[src/rtl/softmax_pkg.sv]
// Shared widths, FSM encoding and the exponent-word expansion used by the softmax normaliser.
package softmax_pkg;
  localparam int EXP_W    = 21;
  localparam int POS_W    = 5;
  localparam int MAN_W    = 16;
  localparam int PROB_W   = 16;
  localparam int EXPAND_W = 47;
  localparam int SUM_W    = 51;
  localparam int REM_W    = SUM_W + 1;

  typedef enum logic [1:0] {
    ST_LOAD = 2'd0,
    ST_DIV  = 2'd1,
    ST_OUT  = 2'd2
  } state_t;

  // {pos, man} -> man * 2^(pos-16) as a fixed value with 16 fraction bits
  function automatic logic [EXPAND_W-1:0] expand_exp(input logic [EXP_W-1:0] word);
    logic [EXPAND_W-1:0] full;
    full = {word[MAN_W-1:0], {(EXPAND_W-MAN_W){1'b0}}};
    return full >> (5'd31 - word[EXP_W-1:MAN_W]);
  endfunction
endpackage

[src/rtl/softmax_div_seq.sv]
// Sequential restoring divider: q = floor(dividend * 2^16 / divisor), one bit per cycle,
// saturating to all ones when dividend >= divisor and returning 0 for a zero divisor.
module softmax_div_seq
  import softmax_pkg::*;
(
  input  logic                clk,
  input  logic                rst,
  input  logic                start,
  input  logic [EXPAND_W-1:0] dividend,
  input  logic [SUM_W-1:0]    divisor,
  output logic                busy,
  output logic                done,
  output logic [PROB_W-1:0]   quotient
);
  logic [3:0]       step;
  logic             fixed;
  logic [SUM_W-1:0] rem;
  logic [SUM_W-1:0] dsr;
  logic [REM_W-1:0] trial;
  logic             fits;

  // Partial remainder stays below the divisor, so the trial difference is sign-representable
  assign trial = {rem, 1'b0} - {1'b0, dsr};
  assign fits  = !trial[REM_W-1];
  assign done  = busy && (step == 4'd15);

  always_ff @(posedge clk or posedge rst) begin
    if (rst) begin
      busy     <= 1'b0;
      step     <= '0;
      fixed    <= 1'b0;
      rem      <= '0;
      dsr      <= '0;
      quotient <= '0;
    end else if (!busy) begin
      if (start) begin
        busy <= 1'b1;
        step <= '0;
        dsr  <= divisor;
        rem  <= SUM_W'(dividend);
        if (divisor == '0) begin
          fixed    <= 1'b1;
          quotient <= '0;
        end else if (SUM_W'(dividend) >= divisor) begin
          fixed    <= 1'b1;
          quotient <= '1;
        end else begin
          fixed    <= 1'b0;
          quotient <= '0;
        end
      end
    end else begin
      step <= step + 4'd1;
      if (done) busy <= 1'b0;
      if (!fixed) begin
        rem      <= fits ? trial[SUM_W-1:0] : {rem[SUM_W-2:0], 1'b0};
        quotient <= {quotient[PROB_W-2:0], fits};
      end
    end
  end
endmodule

[src/rtl/softmax_norm.sv]
// Softmax normaliser: buffers a vector of exponent words, accumulates their sum and
// emits each element divided by the sum as an unsigned Q0.16 probability.
module softmax_norm
  import softmax_pkg::*;
#(
  parameter int N = 8
) (
  input  logic              clk,
  input  logic              rst,
  input  logic              in_valid,
  output logic              in_ready,
  input  logic [EXP_W-1:0]  in_exp,
  input  logic              in_last,
  output logic              out_valid,
  input  logic              out_ready,
  output logic [PROB_W-1:0] out_prob,
  output logic              out_last,
  output logic              busy
);
  localparam int CNT_W = $clog2(N + 1);
  localparam int IDX_W = $clog2(N);
  localparam logic [CNT_W-1:0] LAST_CNT = CNT_W'(N - 1);
  localparam logic [CNT_W-1:0] ONE      = CNT_W'(1);

  state_t           state;
  logic [CNT_W-1:0] count;
  logic [CNT_W-1:0] idx;
  logic [SUM_W-1:0] sum;
  logic [EXP_W-1:0] buffer [N];
  logic             accept;
  logic             div_start;
  logic             div_busy;
  logic             div_done;

  assign in_ready  = (state == ST_LOAD);
  assign accept    = in_valid && in_ready;
  assign out_valid = (state == ST_OUT);
  assign out_last  = out_valid && (idx == count - ONE);
  assign busy      = !((state == ST_LOAD) && (count == '0));
  // The first DIV cycle hands operands to the divider; the buffer and sum are settled by then
  assign div_start = (state == ST_DIV) && !div_busy;

  always_ff @(posedge clk) begin
    if (accept) buffer[count[IDX_W-1:0]] <= in_exp;
  end

  always_ff @(posedge clk or posedge rst) begin
    if (rst) begin
      state <= ST_LOAD;
      count <= '0;
      idx   <= '0;
      sum   <= '0;
    end else begin
      case (state)
        ST_LOAD: begin
          if (accept) begin
            sum   <= sum + SUM_W'(expand_exp(in_exp));
            count <= count + ONE;
            if (in_last || (count == LAST_CNT)) begin
              state <= ST_DIV;
              idx   <= '0;
            end
          end
        end
        ST_DIV: begin
          if (div_done) state <= ST_OUT;
        end
        ST_OUT: begin
          if (out_ready) begin
            if (out_last) begin
              count <= '0;
              sum   <= '0;
              idx   <= '0;
              state <= ST_LOAD;
            end else begin
              idx   <= idx + ONE;
              state <= ST_DIV;
            end
          end
        end
        default: state <= ST_LOAD;
      endcase
    end
  end

  softmax_div_seq u_div (
    .clk      (clk),
    .rst      (rst),
    .start    (div_start),
    .dividend (expand_exp(buffer[idx[IDX_W-1:0]])),
    .divisor  (sum),
    .busy     (div_busy),
    .done     (div_done),
    .quotient (out_prob)
  );
endmodule

[config.mk]
export PLATFORM = sky130hd
export DESIGN_NAME = softmax_norm
export DESIGN_NICKNAME = d
export VERILOG_FILES = /design/src/rtl/softmax_pkg.sv /design/src/rtl/softmax_div_seq.sv /design/src/rtl/softmax_norm.sv
export SDC_FILE = /design/constraint.sdc
export NUM_CORES = 1
export LEC_CHECK = 0
export ABC_AREA = 1
export CORE_UTILIZATION = 47
export CTS_CLUSTER_DIAMETER = 30
export DETAILED_ROUTE_END_ITERATION = 7
export HOLD_SLACK_MARGIN = 0.15
export PLACE_DENSITY = 0.6
export SLEW_MARGIN = 25
export SYNTH_ARGS = -nofsm -noshare
export SYNTH_HDL_FRONTEND = slang
export SYNTH_SLANG_ARGS = --single-unit
[constraint.sdc]
create_clock -name clk -period 16.15 [get_ports clk]
set_clock_uncertainty 0.1 [all_clocks]
set_input_delay 3.23 -clock clk [delete_from_list [all_inputs] [get_ports clk]]
set_output_delay 3.23 -clock clk [all_outputs]
set_load 0.02 [all_outputs]
==> summary.txt <==
Status
  • Status: completed

Clocking
  • Num CTS Buffers: 88
  • Number of H-tree levels: 3
  • Worst skew pair latency: 630 ps
  • Cts hold-fix bufs: 0
  • Post-CTS sizing: 0
  • Reg clk slew, reported paths: 40 ps
  • CTS tree: built
  • CTS root buf: clkbuf_16
  • Clock tree buffer depth: 3
  • Clock Sinks: 353
  • Setup Fix Bufs, Post-CTS: 0

Floorplan
  • Initial core utilization: 0.4753
  • Core area: 56390 um2
  • Num ports: 46
  • Full die area: 57980 um2
  • Die W: 240.8 um
  • Cell row count: 87
  • Die H: 240.8 um

Routing
  • Final WL: 92900 um
  • Vias per inst: 5.478
  • Remaining DRCs: 0
  • WL/cell: 19.61 um
  • Via count: 25.95k
  • First-pass iteration count of the detailed router: 6
  • DRT antenna net count: 0
  • Detailed Route Iter0 Violations: 2618

Worst setup path
  • Setup crit end kind: flip-flop
  • Worst path required time: 16510 ps
  • Critical Path Stages: 19
  • CP max stage cell: clkdlybuf4s50_1
  • Cell Chain, Critical Path: clkdlybuf4s50_1 -> clkinv_1 -> o21ai_0 -> nand2_1 -> o21ai_0 -> nand2_1 -> o21ai_0 -> o21ai_0 -> ha_1 -> nand2_1 -> nor2_1 -> inv_1 -> nor2_1 -> inv_1 -> nor4_1 -> a21oi_1 -> or2_2 -> nand3_1 -> o21ai_0
  • Arr. time, crit path: 8070 ps
  • Crit-path max FO: 25
  • Most frequent CP cell: o21ai_0
  • Top delay family on crit path: buffers and inverters
  • Reg2Reg Depth: 21
  • R2R setup slack: 9970 ps
  • Worst setup path class: primary input to flip-flop
  • FF-to-FF End: u_div.quotient[0]$_DFFE_PP0P_
  • Max incr delay on CP: 980 ps
  • CP Capture Point: sum[22]$_DFFE_PP0P_
  • Critical path launch point: in_exp[17]
  • RR Startpoint: idx[0]$_DFFE_PP0P_
  • Buf+Inv Stages, Crit Path: 4
  • Critical Path Source Type: primary input

GRT
  • All-Layer GR Usage: 0.3251
  • Largest net degree at the start of global routing: 78
  • Initial antenna violation count: 0
  • GRT overflow: 0
  • First-pass GRT wire length: 141500 um
  • Vias in the first global route: 23.88k

Timing
  • Setup TNS: 0 ps
  • Actual slew at the worst max-slew pin: 954.8 ps
  • Slew HR: 0.3635
  • Tmin final: 7708 ps
  • Unrepaired setup endpoints after global routing: false
  • Endpoints failing setup: 0
  • Fin. max-slew vios: 0
  • Fmax: 129.7 MHz
  • Hold Vio Cnt, Final: 0
  • Fin crit share: 0.4773

Pwr
  • Power per cell area: 220.8 nW/um2
  • Worst vdd ir: 0.0001540 V
  • Tot Pwr: 0.006788 W
  • LEAKAGE: 14.68 nW

Place
  • I/O Buffers: 45
  • Cell Area, Placed: 27710 um2
  • Post-DP HPWL: 69610 um
  • Gp weighted congestion: 0.9956
  • Post-placement cell count: 4579

Logic synthesis
  • Mapped cell area: 26800 um2
  • Synthesized area per cell: 6.902 um2
  • Commonest cells post-synth: 1163 x nand2_1, 520 x inv_1, 406 x nand3_1
  • Mapped Cells: 3883
  • Top_reg_cell synth: dfrtp_1
  • Synth unique cells: 55
  • Ys async rst share: 0.5241
  • Top cell type's share of synthesized area: 0.1882
  • Synth area leader: edfxtp_1
  • Most frequent cell after synthesis: nand2_1
  • Yosys reg bits: 353
  • Number of flops mapped to enable cells by yosys: 168
  • Seq/Total Area, Yosys: 0.3610
  • Ys Warns: 0
  • Top cells by area, synth: edfxtp_1 19%, dfrtp_1 17%, nand2_1 16%, nand3_1 7.6%, inv_1 7.3%
  • Post-synth net total: 4059

Hold path
  • Hold path cells: 2
  • Min-delay src: sum[41]$_DFFE_PP0P_
  • HP Class: flip-flop to flip-flop

Final layout
  • Area of all placed cells without fillers: 30750 um2
  • Share of cells above drive strength 1: 0.06556
  • Layout net count: 4089
  • Layout area overhead: 14.73%
  • Post-layout util: 0.5453
  • Fillers: 5625
  • Final Non-Filler Cells: 4737
  • Ant diodes: 0

Flow run
  • Max_cap viols: 0
-- how the worst min path moves through the flow --
stage | to | slack [ps]
global placement | u_div.rem[25]$_DFFE_PP0P_ | 400
CTS | u_div.rem[18]$_DFFE_PP0P_ | 410
global route | u_div.rem[17]$_DFFE_PP0P_ | 420
finish | u_div.dsr[41]$_DFFE_PP0P_ | 410
floorplan | u_div.step[3]$_DFFE_PP0P_ | 360
detailed placement | u_div.step[3]$_DFFE_PP0P_ | 400
-- cell usage in the layout, fill, tap and decap left out, drive strengths merged, types with 20 or more instances in the layout --
cell type      instances
nand2               1195
inv                  535
nand3                419
nor2                 339
o21ai                260
a21oi                207
dfrtp                185
edfxtp               168
ha                   148
clkbuf               117
nand4                 47
clkdlybuf4s50         45
nor3                  40
clkinv                30
buf                   27
o22ai                 22
xnor2                 20
-- metrics by stage --
step                      setup WS, ps  hold WS, ps
after floorplan                   7791        358.4
after global placement            7888        396.8
after detailed placement          7879        396.5
after CTS                         8540        411.7
after global routing              7920        421.7
final                             8442        406.0
-- logic make-up (layout without fill, tap and decap cells) --
family	Yosys count	count (layout)	synth area share
compound gates	571	571	0.1165
xor+xnor	38	38	0.01242
fa+ha+maj	150	150	0.07059
buf+inv	667	765	0.1022
flops	353	353	0.3610
mux	4	4	0.001494
simple gates	2100	2100	0.3357
-- cell type report --
| class | count | area (um2) | area share |
|---|---|---|---|
| tap | 756 | 945.9 | 0.03077 |
| timing repair buffer | 72 | 653.1 | 0.02124 |
| inverter | 535 | 2021 | 0.06572 |
| clock inverter | 41 | 558.0 | 0.01815 |
| sequential | 353 | 9677 | 0.3147 |
| clock buffer | 117 | 2474 | 0.08045 |
| multi-input combinational | 2863 | 14420 | 0.4689 |
-- state kept, by name, indices dropped and copies added (netlist names) --
register        flops
buffer            168
u_div.dsr          51
state               2
u_div.quotient     16
count               4
u_div.fixed         1
u_div.busy          1
u_div.rem          51
idx                 4
u_div.step          4
sum                51
-- tightest hold or removal path: stages (launching register included) --
cell and delay, ps:
dfrtp_1 360, nand2_1 60, o21ai_0 60
-- power breakdown --
group	internal [W]	total (W)	leakage, nW	switching [W]
clock network	0.00123	0.00177	1.48	0.000548
logic	0.00117	0.00364	9.39	0.00247
registers	0.00117	0.00137	3.81	0.000198
total	0.00357	0.00679	14.7	0.00322
-- metal layers --
layer,track usage,wire length (um)
met1,0.4836,44170
met2,0.4763,38960
met3,0.04461,6450
met4,0.1222,3321
met5,0,0
Note: power is estimated with default switching activity, not from simulation.
